[src/rtl/axis_pack_pkg.sv]
// Shared defaults and helpers for the AXI-Stream byte packer.
package axis_pack_pkg;

  localparam int unsigned OUT_BYTES_DEF = 4;
  localparam int unsigned CNT_W_DEF     = 16;
  localparam int unsigned MAX_BYTES     = 8;
  localparam int unsigned LANE_IDX_W    = 3;

  // Ones in lanes 0..idx, zeros above.
  function automatic logic [MAX_BYTES-1:0] keep_mask(input logic [LANE_IDX_W-1:0] idx);
    logic [MAX_BYTES-1:0] m;
    m = '0;
    for (int i = 0; i < MAX_BYTES; i++) begin
      m[i] = (LANE_IDX_W'(i) <= idx);
    end
    return m;
  endfunction

endpackage

[src/rtl/axis_out_reg.sv]
// Output word holding register with AXIS stall/handshake logic.
module axis_out_reg #(
  parameter int unsigned DATA_W = 32,
  parameter int unsigned KEEP_W = 4
) (
  input  logic              clk,
  input  logic              rst_n,
  input  logic              load,
  input  logic [DATA_W-1:0] load_data,
  input  logic [KEEP_W-1:0] load_keep,
  input  logic              load_last,
  input  logic              m_axis_tready,
  output logic              m_axis_tvalid,
  output logic [DATA_W-1:0] m_axis_tdata,
  output logic [KEEP_W-1:0] m_axis_tkeep,
  output logic              m_axis_tlast,
  output logic              ready_c
);

  // Upstream may only proceed when the held word is absent or leaving now.
  assign ready_c = ~(m_axis_tvalid & ~m_axis_tready);

  // Load a completed word, otherwise drop valid once the word is taken.
  always_ff @(posedge clk or posedge rst_n) begin
    if (rst_n) begin
      m_axis_tvalid <= 1'b0;
      m_axis_tdata  <= '0;
      m_axis_tkeep  <= '0;
      m_axis_tlast  <= 1'b0;
    end else if (load) begin
      m_axis_tvalid <= 1'b1;
      m_axis_tdata  <= load_data;
      m_axis_tkeep  <= load_keep;
      m_axis_tlast  <= load_last;
    end else if (m_axis_tvalid && m_axis_tready) begin
      m_axis_tvalid <= 1'b0;
    end
  end

endmodule

[src/rtl/axis_byte_packer.sv]
// Packs an AXI-Stream byte stream into little-endian OUT_BYTES-wide words.
module axis_byte_packer
  import axis_pack_pkg::*;
#(
  parameter int unsigned OUT_BYTES = OUT_BYTES_DEF,
  parameter int unsigned CNT_W     = CNT_W_DEF
) (
  input  logic                   clk,
  input  logic                   rst_n,
  input  logic                   s_axis_tvalid,
  input  logic [7:0]             s_axis_tdata,
  input  logic                   s_axis_tlast,
  output logic                   s_axis_tready,
  output logic                   m_axis_tvalid,
  output logic [8*OUT_BYTES-1:0] m_axis_tdata,
  output logic [OUT_BYTES-1:0]   m_axis_tkeep,
  output logic                   m_axis_tlast,
  input  logic                   m_axis_tready,
  output logic [CNT_W-1:0]       pkt_count
);

  localparam int unsigned DATA_W = 8 * OUT_BYTES;
  localparam int unsigned IDX_W  = $clog2(OUT_BYTES);

  logic [IDX_W-1:0]     idx;
  logic [DATA_W-1:0]    acc;
  logic                 accept_c;
  logic                 complete_c;
  logic [OUT_BYTES-1:0] new_keep_c;
  logic [DATA_W-1:0]    lane_mask_c;
  logic [DATA_W-1:0]    new_word_c;

  // Byte acceptance and word completion decode.
  assign accept_c   = s_axis_tvalid & s_axis_tready;
  assign complete_c = accept_c & (s_axis_tlast | (idx == IDX_W'(OUT_BYTES - 1)));

  // Assemble the outgoing word: accumulated lanes plus the new byte, unused lanes zeroed.
  always_comb begin
    new_keep_c  = OUT_BYTES'(keep_mask(LANE_IDX_W'(idx)));
    lane_mask_c = '0;
    for (int i = 0; i < OUT_BYTES; i++) begin
      lane_mask_c[8*i +: 8] = {8{new_keep_c[i]}};
    end
    new_word_c = (acc | (DATA_W'(s_axis_tdata) << {idx, 3'b000})) & lane_mask_c;
  end

  // Lane accumulator and write index.
  always_ff @(posedge clk or posedge rst_n) begin
    if (rst_n) begin
      idx <= '0;
      acc <= '0;
    end else if (complete_c) begin
      idx <= '0;
      acc <= '0;
    end else if (accept_c) begin
      idx                  <= idx + IDX_W'(1);
      acc[{idx, 3'b000} +: 8] <= s_axis_tdata;
    end
  end

  axis_out_reg #(
    .DATA_W (DATA_W),
    .KEEP_W (OUT_BYTES)
  ) u_out_reg (
    .clk           (clk),
    .rst_n         (rst_n),
    .load          (complete_c),
    .load_data     (new_word_c),
    .load_keep     (new_keep_c),
    .load_last     (s_axis_tlast),
    .m_axis_tready (m_axis_tready),
    .m_axis_tvalid (m_axis_tvalid),
    .m_axis_tdata  (m_axis_tdata),
    .m_axis_tkeep  (m_axis_tkeep),
    .m_axis_tlast  (m_axis_tlast),
    .ready_c       (s_axis_tready)
  );

  // Count packets as their last word leaves; wraps naturally.
  always_ff @(posedge clk or posedge rst_n) begin
    if (rst_n) begin
      pkt_count <= '0;
    end else if (m_axis_tvalid && m_axis_tready && m_axis_tlast) begin
      pkt_count <= pkt_count + CNT_W'(1);
    end
  end

endmodule

[config.mk]
export PLATFORM = sky130hd
export DESIGN_NAME = axis_byte_packer
export DESIGN_NICKNAME = d
export VERILOG_FILES = /design/src/rtl/axis_pack_pkg.sv /design/src/rtl/axis_out_reg.sv /design/src/rtl/axis_byte_packer.sv
export SDC_FILE = /design/constraint.sdc
export NUM_CORES = 1
export LEC_CHECK = 0
export CAP_MARGIN = 5
export CORE_MARGIN = 2
export CORE_UTILIZATION = 57
export CTS_BUF_LIST = sky130_fd_sc_hd__clkbuf_16
export DETAILED_ROUTE_END_ITERATION = 8
export GPL_ROUTABILITY_DRIVEN = 0
export GPL_TIMING_DRIVEN = 0
export HOLD_SLACK_MARGIN = 0.06
export PLACE_DENSITY = 0.89
export SLEW_MARGIN = 20
export SYNTH_ARGS = -nofsm -noshare
export SYNTH_HDL_FRONTEND = slang
export SYNTH_HIERARCHICAL = 1
export SYNTH_SLANG_ARGS = --single-unit
[constraint.sdc]
create_clock -name clk -period 3.7 [get_ports clk]
set_clock_uncertainty 0.05 [all_clocks]
set_input_delay 0.74 -clock clk [delete_from_list [all_inputs] [get_ports clk]]
set_output_delay 0.74 -clock clk [all_outputs]
set_load 0.1 [all_outputs]
==> results.sh, run 1 <==
export IMPL_timing_final_crit_share_pct=93.0
export IMPL_critPathMaxFanout=4
export IMPL_via_count_of_the_first_global_routing_pass=3018
export IMPL_synthesis_area_per_instance_um2=11.9
export IMPL_firstDrtPassIters=4
export IMPL_antenna_cells_inserted=0
export IMPL_number_of_synthesized_register_bits=88
export IMPL_synth_lib_cells_used_distinct=34
export IMPL_via_per_inst=5.68
export IMPL_grt_remaining_overflow=0
export IMPL_number_of_warnings_reported_in_the_yosys_synthesis_log=6
export IMPL_fillerInstances=455
export IMPL_power_frac_clock_pct=23.8
export IMPL_hold_path_depth=1
export IMPL_synth_seq_area_share_pct=54.6
export IMPL_drt_antenna_net_count=0
export IMPL_layout_nets=439
export IMPL_final_cell_count_no_fill=515
export IMPL_post_drt_wl_per_cell_um=17.9
export IMPL_placeableCoreArea_mm2=0.00683
export IMPL_synth_top_family_by_area="multiplexers"
export IMPL_power_per_cell_area_mw_per_mm2=692
export IMPL_drv_slew=0
export IMPL_run_status="finished clean"
export IMPL_combinationalPowerShare_pct=42.6
export IMPL_grt_pass1_wl_mm=15.1
export IMPL_startpoint_type="primary input"
export IMPL_power_switching_fraction_pct=43.6
export IMPL_clock_insertion_delay_worst_skew_ps=330
export IMPL_power_frac_seq_pct=33.6
export IMPL_grt_total_usage_pct=25.9
export IMPL_p_int_w=0.00199
export IMPL_detail_route_iter0_violations=266
export IMPL_clkSinkCount=88
export IMPL_rsz0062_at_grt="false"
export IMPL_layout_min_cycle_time_ps=3440
export IMPL_cts_made_buffers=9
export IMPL_reg2reg_depth=9
export IMPL_worstMarginPinSlew_ps=1010
export IMPL_path_class="in -> out"
export IMPL_final_cell_mix="88 x sky130_fd_sc_hd__dfrtp_1, 67 x sky130_fd_sc_hd__clkdlybuf4s50_1, 41 x sky130_fd_sc_hd__nand2_1"
export IMPL_cp_end_kind="primary output"
export IMPL_clock_fmax_ghz=0.291
export IMPL_pin_count=68
export IMPL_post_synth_fa_ha_maj_area_fraction_pct=2.48
export IMPL_port_buffers=67
export IMPL_tritoncts_clock_tree="yes"
export IMPL_dieArea_mm2=0.00777
export IMPL_post_cts_buffers=0
export IMPL_areaGrowthSynthToFinish_pct=26.6
export IMPL_clkSlewWorstSetupHoldPaths_ps=60
export IMPL_synth_area_mm2=0.00403
export IMPL_timing_critical_path_required_ps=2910
export IMPL_power_ir_vdd_worst_uv=585
export IMPL_syn_instance_count=339
export IMPL_max_transition_margin_pct=32.4
export IMPL_yosys_mux_area_fraction_pct=12.4
export IMPL_worst_r2r_setup_slack_ps=820
export IMPL_syn_nets=360
export IMPL_largest_net_degree_at_the_start_of_global_routing=39
export IMPL_postCtsHoldBufs=0
export IMPL_timing_final_setup_violations=0
export IMPL_multi_input_area_mm2=0.00171
export IMPL_maxCapViolCount=0
export IMPL_worst_ep_arrival_time_ps=2650
export IMPL_synth_compound_gate_area_share_pct=12.2
export IMPL_synth_simple_gate_area_share_pct=11.9
export IMPL_final_hold_viol_count=0
export IMPL_number_of_cells_in_the_design_after_placement=503
export IMPL_cts_root_buf="sky130_fd_sc_hd__clkbuf_16"
export IMPL_post_dp_hpwl_mm=6.11
export IMPL_floorplan_die_height_um=88.1
export IMPL_tns_ps=0
export IMPL_layout_commonest_cell="sky130_fd_sc_hd__dfrtp_1"
export IMPL_regArea_mm2=0.00220
export IMPL_postRouteWirelength_mm=9.20
export IMPL_clock_tree_htree_level_count=3
export IMPL_std_cell_rows=30
export IMPL_number_of_remaining_drc_errors=0
export IMPL_die_w_um=88.1
export IMPL_leakagePower_nw=2.42
export IMPL_post_route_cells_drive_above_1_share_pct=17.7
export IMPL_cts_root_to_sink_buffers=2
export IMPL_switchingPower_w=0.00154
export IMPL_post_cts_resize_count=0
export IMPL_detailroute_via_count=2925
export IMPL_floorplan_initialDensity_pct=59.0
export IMPL_initial_antenna_violation_count=0
export IMPL_utilization_pct=74.8
export IMPL_hold_path_class="reg -> reg"
export IMPL_synth_xor_area_share_pct=3.26
## critical path, cell delays in order
cell and delay, ps:
sky130_fd_sc_hd__clkdlybuf4s50_1 510, sky130_fd_sc_hd__nand2b_1 230, sky130_fd_sc_hd__clkdlybuf4s50_1 1170
## per-layer routing
layer	share of wire, %	global-route usage, %	up-vias
li1	-	-	1338
met1	43	36.6	1454
met2	49	38.9	107
met3	4.6	4.81	26
met4	3.4	13.1	0
met5	0	0	-
## metrics by stage
stage	power (W)	cell area, µm²	worst slack [ps]	hold WS [ps]
floorplan	0.00235	4030	482	404
global placement	0.00267	4820	281	411
detailed placement	0.00270	4840	272	416
CTS	0.00355	5110	273	424
global route	0.00367	5110	228	456
finish	0.00353	5110	259	419
## state kept, by name, summed over array words and instances, names as in the netlist
name and flops:
pkt_count 16, idx 2, u_out_reg/m_axis_tdata 32, u_out_reg/m_axis_tvalid 1
acc 32, u_out_reg/m_axis_tkeep 4, u_out_reg/m_axis_tlast 1
## path summary, 6_finish.rpt
kind | from | to
max | m_axis_tready | s_axis_tready
min | pkt_count[15] | pkt_count[15]
max reg2reg | idx[0] | acc[3]
min reg2reg | pkt_count[15] | pkt_count[15]
max in group asynchronous | rst_n | u_out_reg/m_axis_tdata[27]
min in group asynchronous | rst_n | pkt_count[12]
## kinds of logic (layout without fill, tap and decap cells)
family / Yosys count / count (layout)
buffers and inverters: 22 / 102
muxes: 38 / 38
other: 1 / 1
adders and majority gates: 8 / 8
xor gates and xnor gates: 15 / 15
and+or+nand+nor: 97 / 97
AOI/OAI and AO/OA: 70 / 70
DFF: 88 / 88
## Yosys cell counts, drive strengths merged
master / count / area, µm²
clkbuf: 4 / 15.0
or4: 1 / 11.3
ha: 8 / 100
or2: 2 / 12.5
and4: 1 / 8.76
nor3: 2 / 15.0
a22o: 24 / 210
a21oi: 16 / 80.1
nor4: 1 / 12.5
nand2b: 2 / 12.5
and4b: 1 / 10.0
a21o: 8 / 60.1
nand3: 5 / 25.0
and3: 3 / 18.8
nor2b: 16 / 100
mux2: 38 / 499
nand2: 41 / 154
xnor2: 11 / 96.3
nand4: 5 / 31.3
and2: 2 / 12.5
o21ai: 22 / 140
conb: 1 / 3.75
buf: 11 / 85.1
dfrtp: 88 / 2200
xor2: 4 / 35.0
nor2: 15 / 56.3
inv: 7 / 26.3
## power groups by stage
| stage | Clock [W] | Combinational, W | Sequential [W] |
|---|---|---|---|
| global route | 0.000899 | 0.00157 | 0.00121 |
| CTS | 0.000852 | 0.00151 | 0.00119 |
| detailed placement | 0 | 0.00150 | 0.00120 |
| finish | 0.000841 | 0.00151 | 0.00119 |
| global placement | 0 | 0.00147 | 0.00120 |
| floorplan | 0 | 0.000370 | 0.00198 |
## layout make-up
class                   count  share of cell area [%]
clock buffers               9                    4.41
plain buffers              15                    1.96
clock inverters             3                   0.759
flip-flops and latches     88                    43.1
well taps                  96                    2.35
inverters                   7                   0.514
multi-input cells         229                    33.4
repair buffers             68                    13.5
No activity file was read; power rests on OpenSTA's default activity.
==> run 2: changes to the inputs <==
TNS_END_PERCENT = 5   (was default)
==> results of run 2 <==
The final DEF is identical to that of run 1; final timing and power are the same.
==> run 3: changes to the inputs <==
CELL_PAD_IN_SITES_DETAIL_PLACEMENT = 1   (was default)
CELL_PAD_IN_SITES_GLOBAL_PLACEMENT = 2   (was default)
CORE_UTILIZATION = 38   (was 57)
GPL_TIMING_DRIVEN = default   (was 0)
==> results.sh, run 3 (synthesized netlist as in run 1, its figures left out) <==
export IMPL_run_status="finished clean"
export IMPL_largestRegisters="acc: 32 flops, u_out_reg/m_axis_tdata: 32 flops, pkt_count: 16 flops"
export IMPL_timing_final_crit_share_pct=74.2
export IMPL_final_cell_mix="88 x sky130_fd_sc_hd__dfrtp_1, 66 x sky130_fd_sc_hd__clkdlybuf4s50_1, 41 x sky130_fd_sc_hd__nand2_1"
export IMPL_antenna_cells_inserted=0
export IMPL_worst_ep_arrival_time_ps=1960
export IMPL_cts_made_buffers=9
export IMPL_power_ir_vdd_worst_uv=398
export IMPL_dieArea_mm2=0.0115
export IMPL_leakagePower_nw=2.37
export IMPL_drt_antenna_net_count=0
export IMPL_utilization_pct=49.4
export IMPL_timing_critical_path_cells="clkdlybuf4s50_1"
export IMPL_reg2reg_depth=5
export IMPL_detailroute_via_count=2798
export IMPL_die_w_um=107
export IMPL_via_count_of_the_first_global_routing_pass=2976
export IMPL_tns_ps=0
export IMPL_switchingPower_w=0.00157
export IMPL_largest_net_degree_at_the_start_of_global_routing=51
export IMPL_number_of_remaining_drc_errors=0
export IMPL_initial_antenna_violation_count=0
export IMPL_detail_route_iter0_violations=99
export IMPL_critical_path_n_buffers_inverters=1
export IMPL_crit_path_max_incr_delay_ps=1170
export IMPL_cp_endpoint="pkt_count[7]"
export IMPL_combinationalPowerShare_pct=41.2
export IMPL_regToRegStartpoint="idx[0]"
export IMPL_drv_slew=0
export IMPL_via_per_inst=5.12
export IMPL_clkSlewWorstSetupHoldPaths_ps=70
export IMPL_timing_critical_path_required_ps=2910
export IMPL_final_hold_viol_count=0
export IMPL_power_frac_clock_pct=25.1
export IMPL_clock_fmax_ghz=0.364
export IMPL_post_cts_resize_count=0
export IMPL_areaGrowthSynthToFinish_pct=26.3
export IMPL_post_drt_wl_per_cell_um=17.5
export IMPL_grt_remaining_overflow=0
export IMPL_power_per_cell_area_mw_per_mm2=700
export IMPL_post_cts_buffers=0
export IMPL_layout_min_cycle_time_ps=2750
export IMPL_layout_commonest_cell="sky130_fd_sc_hd__dfrtp_1"
export IMPL_clock_tree_htree_level_count=3
export IMPL_placeableCoreArea_mm2=0.0103
export IMPL_pin_count=68
export IMPL_maxCapViolCount=0
export IMPL_max_transition_margin_pct=33.1
export IMPL_grt_pass1_wl_mm=16.0
export IMPL_worst_path_stages=1
export IMPL_hold_path_class="reg -> reg"
export IMPL_startpoint_type="flop"
export IMPL_clkSinkCount=88
export IMPL_postRouteWirelength_mm=9.58
export IMPL_grt_total_usage_pct=17.9
export IMPL_power_switching_fraction_pct=44.0
export IMPL_port_buffers=67
export IMPL_std_cell_rows=37
export IMPL_floorplan_initialDensity_pct=39.1
export IMPL_postCtsHoldBufs=0
export IMPL_worst_r2r_setup_slack_ps=1120
export IMPL_worstReg2RegEnd="acc[3]"
export IMPL_post_route_cells_drive_above_1_share_pct=17.3
export IMPL_p_int_w=0.00200
export IMPL_cpMaxStageDelayCell="sky130_fd_sc_hd__clkdlybuf4s50_1"
export IMPL_rsz0062_at_grt="false"
export IMPL_cts_root_to_sink_buffers=2
export IMPL_power_frac_seq_pct=33.7
export IMPL_timing_final_setup_violations=0
export IMPL_firstDrtPassIters=4
export IMPL_critical_path_top_delay_family="buffers and inverters"
export IMPL_critical_path_startpoint="pkt_count[7]"
export IMPL_tritoncts_clock_tree="yes"
export IMPL_layout_nets=426
export IMPL_cp_end_kind="primary output"
export IMPL_clock_insertion_delay_worst_skew_ps=330
export IMPL_post_dp_hpwl_mm=6.67
export IMPL_path_class="reg -> out"
export IMPL_floorplan_die_height_um=107
export IMPL_worstMarginPinSlew_ps=1000
export IMPL_critPathMaxFanout=6
export IMPL_cts_root_buf="sky130_fd_sc_hd__clkbuf_16"
[run 3: worst min-delay path by stage]
stage,end,slack [ps],from,depth (start not counted)
floorplan,acc[0],400,acc[0],2
global placement,pkt_count[15],410,pkt_count[15],1
detailed placement,acc[5],420,acc[5],2
CTS,acc[5],440,acc[5],2
global route,acc[5],470,acc[5],2
finish,acc[5],440,acc[5],2
[run 3: per-layer routing]
layer | global-route usage (%) | share of wire, % | routed length (µm) | up-vias
li1 | - | - | - | 1306
met1 | 24.6 | 46 | 4440 | 1445
met2 | 29.7 | 51 | 4870 | 38
met3 | 2.25 | 1.8 | 169 | 9
met4 | 5.57 | 1.1 | 102 | 0
met5 | 0 | 0 | 0 | -
[run 3: worst register-to-register path, stage by stage, from the launching register on]
cell	delay, ps
sky130_fd_sc_hd__dfrtp_1	570
sky130_fd_sc_hd__inv_1	470
sky130_fd_sc_hd__ha_1	480
sky130_fd_sc_hd__inv_1	130
sky130_fd_sc_hd__or4_4	640
sky130_fd_sc_hd__o21ai_2	170
[run 3: through the flow]
stage	hold slack [ps]	instances	setup WS (ps)	instance area [µm²]	total power (W)
2_1_floorplan	404	339	482	4030	0.00235
3_3_place_gp	413	530	969	4800	0.00267
3_5_place_dp	422	530	887	4800	0.00270
4_1_cts	437	546	936	5090	0.00360
5_1_grt	468	546	905	5090	0.00372
6_report	436	546	954	5090	0.00356
[run 3: layout make-up]
class                           count  area (µm²)
Fill cell                        1088        5230
Tap cell                          136         170
Multi-Input combinational cell    229        1710
Clock inverter                      7        72.6
Sequential cell                    88        2200
Timing Repair Buffer               70         691
Inverter                            7        27.5
Clock buffer                        9         225
[run 3: power by group through the flow]
stage,sequential [W],combinational (W),clock [W]
global route,0.00123,0.00154,0.000955
CTS,0.00121,0.00148,0.000912
detailed placement,0.00122,0.00148,0
floorplan,0.00198,0.000370,0
finish,0.00120,0.00147,0.000895
global placement,0.00122,0.00145,0
==> RTL change (settings of run 3) <==
Make the reset (`rst_n`) synchronous in 3 clocked blocks.
--- a/src/rtl/axis_out_reg.sv
+++ b/src/rtl/axis_out_reg.sv
@@ -22,5 +22,5 @@
 
   // Load a completed word, otherwise drop valid once the word is taken.
-  always_ff @(posedge clk or posedge rst_n) begin
+  always_ff @(posedge clk) begin
     if (rst_n) begin
       m_axis_tvalid <= 1'b0;
--- a/src/rtl/axis_byte_packer.sv
+++ b/src/rtl/axis_byte_packer.sv
@@ -46,5 +46,5 @@
 
   // Lane accumulator and write index.
-  always_ff @(posedge clk or posedge rst_n) begin
+  always_ff @(posedge clk) begin
     if (rst_n) begin
       idx <= '0;
@@ -78,5 +78,5 @@
 
   // Count packets as their last word leaves; wraps naturally.
-  always_ff @(posedge clk or posedge rst_n) begin
+  always_ff @(posedge clk) begin
     if (rst_n) begin
       pkt_count <= '0;
Function: differs if rst_n is asserted again (counterexample within 4 cycles, from zero or initial values and one cycle with rst_n high); with rst_n held inactive, the same outputs for 4 cycles.
==> RTL change against run 3 <==
Count of clock-buffer cells in the layout unchanged. Hold slack got worse by 0.022 ns. Setup slack got worse by 0.073 ns. Area after synthesis decreased by 5.6%. Global-route usage increased by 0.084 points. Non-clock buffer count increased by 2. Sequential cell count unchanged. Final area decreased by 4.9%. Routed wire length decreased by 0.88%. Critical endpoint is now pkt_count[2]. Largest cell class is now multi-input combinational cells. Highest routed layer unchanged.
Power is not compared: it rests on default switching activity, and its combinational part moved more than twofold at a synthesized area within 25%.
==> RTL change: results (changes against run 3) <==
nets 506 (was 426); first-pass GRT wire length 15.9 mm (was 16.0 mm); DRT iter0 DRCs 93 (was 99); DP HPWL 6.64 mm (was 6.67 mm); DP Cell Count 607 (was 530); WL/cell 15.3 um (was 17.5 um); leakage dissipation 0.00180 uW; final core occ 0.498 (was 0.494); Total GRT Usage 0.180 (was 0.179); Via Count 3170 (was 2798); largest net degree at the start of global routing 57 (was 51); Cell variety after synth 39 (was 34); post-CTS setup buffers 0 (unchanged); CP Launch Point pkt_count[2]$_SDFFE_PP0P_ (was pkt_count[7]$_DFFE_PP0P_); Ys Warns 6 (unchanged); layout cell share with drive strength beyond 1 0.0573 (was 0.173); PnR worst setup slack 0.882 ns (was 0.954 ns); Routed WL 9.49 mm (was 9.58 mm); CP arrival 2.03 ns (was 1.96 ns); Syn Nets 446 (was 360); Place WS 0.585 ns (was 0.887 ns); Synth Area in XOR/XNOR 0.0253 (was 0.0326); Area after DPL 4540 um^2 (was 4800 um^2); FF-to-FF Start idx[1]$_SDFFE_PP0P_ (was idx[0]$_DFFE_PP0P_); Async SR Flop Fraction 0 (was 1.00); final-layout fill cell count 1132 (was 1088); Worst R2R Path Depth 6 (was 5); Critical Path End pkt_count[2] (was pkt_count[7]); flop-to-flop setup slack 1.10 ns (was 1.12 ns); initial antenna violation count 0 (unchanged); number of I/O port buffers 67 (unchanged); Gate Count Post-Synth 425 (was 339); mux cell area share after synthesis 0.103 (was 0.124); DRC violations left 0 (unchanged); Max-Slew Margin vs Limit 0.345 (was 0.331); sequential fraction of the synthesis area 0.463 (was 0.546); top cells by area, synth dfxtp_1 46%, mux2i_1 9.7%, nor2_1 9.2%, a22oi_1 5.5%, a21oi_1 3.2% (was dfrtp_1 55%, mux2_4 7.1%, mux2_2 5.3%, a22o_1 5.2%, nand2_1 3.8%); max-cap viol count 0 (unchanged); post-synthesis compound-gate area fraction 0.123 (was 0.122); Synth top cells by count 93 x nor2_1, 88 x dfxtp_1, 37 x mux2i_1, 28 x a22oi_1, 24 x a21oi_1 (was 88 x dfrtp_1, 41 x nand2_1, 24 x a22o_1, 19 x mux2_2, 19 x mux2_4); post-synthesis adder-cell area fraction 0.0263 (was 0.0248); max incr delay on CP 1.20 ns (was 1.17 ns); status finished, final reports clean (unchanged); Worst R2R End acc[20]$_SDFFE_PP0P_ (was acc[3]$_DFFE_PP0P_)
-- RTL change: logic make-up (layout without fill, tap and decap cells) --
logic type | after synthesis | count (layout)
buffers and inverters | 31 | 95
other | 1 | 1
adder cells (fa/ha/maj) | 8 | 8
XOR/XNOR | 11 | 11
multiplexers | 39 | 39
AND/OR/NAND/NOR | 174 | 174
flip-flops | 88 | 88
AO/OA/AOI/OAI | 73 | 73
-- RTL change: metal layers --
layer	wire, um	global-route usage	share of wire
met2	4530	0.286	0.48
met1	4560	0.238	0.48
met5	0	0	0
met3	313	0.0508	0.033
met4	92	0.0569	0.0097
-- RTL change: final cells by class --
cell class	count	share of cell area
Multi-Input combinational cell	306	0.389
Clock buffer	9	0.0465
Inverter	8	0.00620
Clock inverter	6	0.0158
Timing Repair Buffer	72	0.145
Sequential cell	88	0.364
Tap cell	133	0.0344
-- RTL change: how the worst min path moves through the flow --
stage	start	slack (ns)	end	cells past startpoint
finish	acc[8]$_SDFFE_PP0P_	0.41	acc[8]$_SDFFE_PP0P_	2
global route	acc[8]$_SDFFE_PP0P_	0.44	acc[8]$_SDFFE_PP0P_	2
CTS	acc[8]$_SDFFE_PP0P_	0.41	acc[8]$_SDFFE_PP0P_	2
detailed placement	acc[8]$_SDFFE_PP0P_	0.40	acc[8]$_SDFFE_PP0P_	2
global placement	acc[13]$_SDFFE_PP0P_	0.39	acc[13]$_SDFFE_PP0P_	2
floorplan	acc[13]$_SDFFE_PP0P_	0.38	acc[13]$_SDFFE_PP0P_	2
-- RTL change: power breakdown --
part | switching, uW | internal, uW | total (uW)
sequential | 10.6 | 962 | 973
clock | 357 | 579 | 936
combinational | 180 | 76.3 | 256
total | 547 | 1620 | 2160
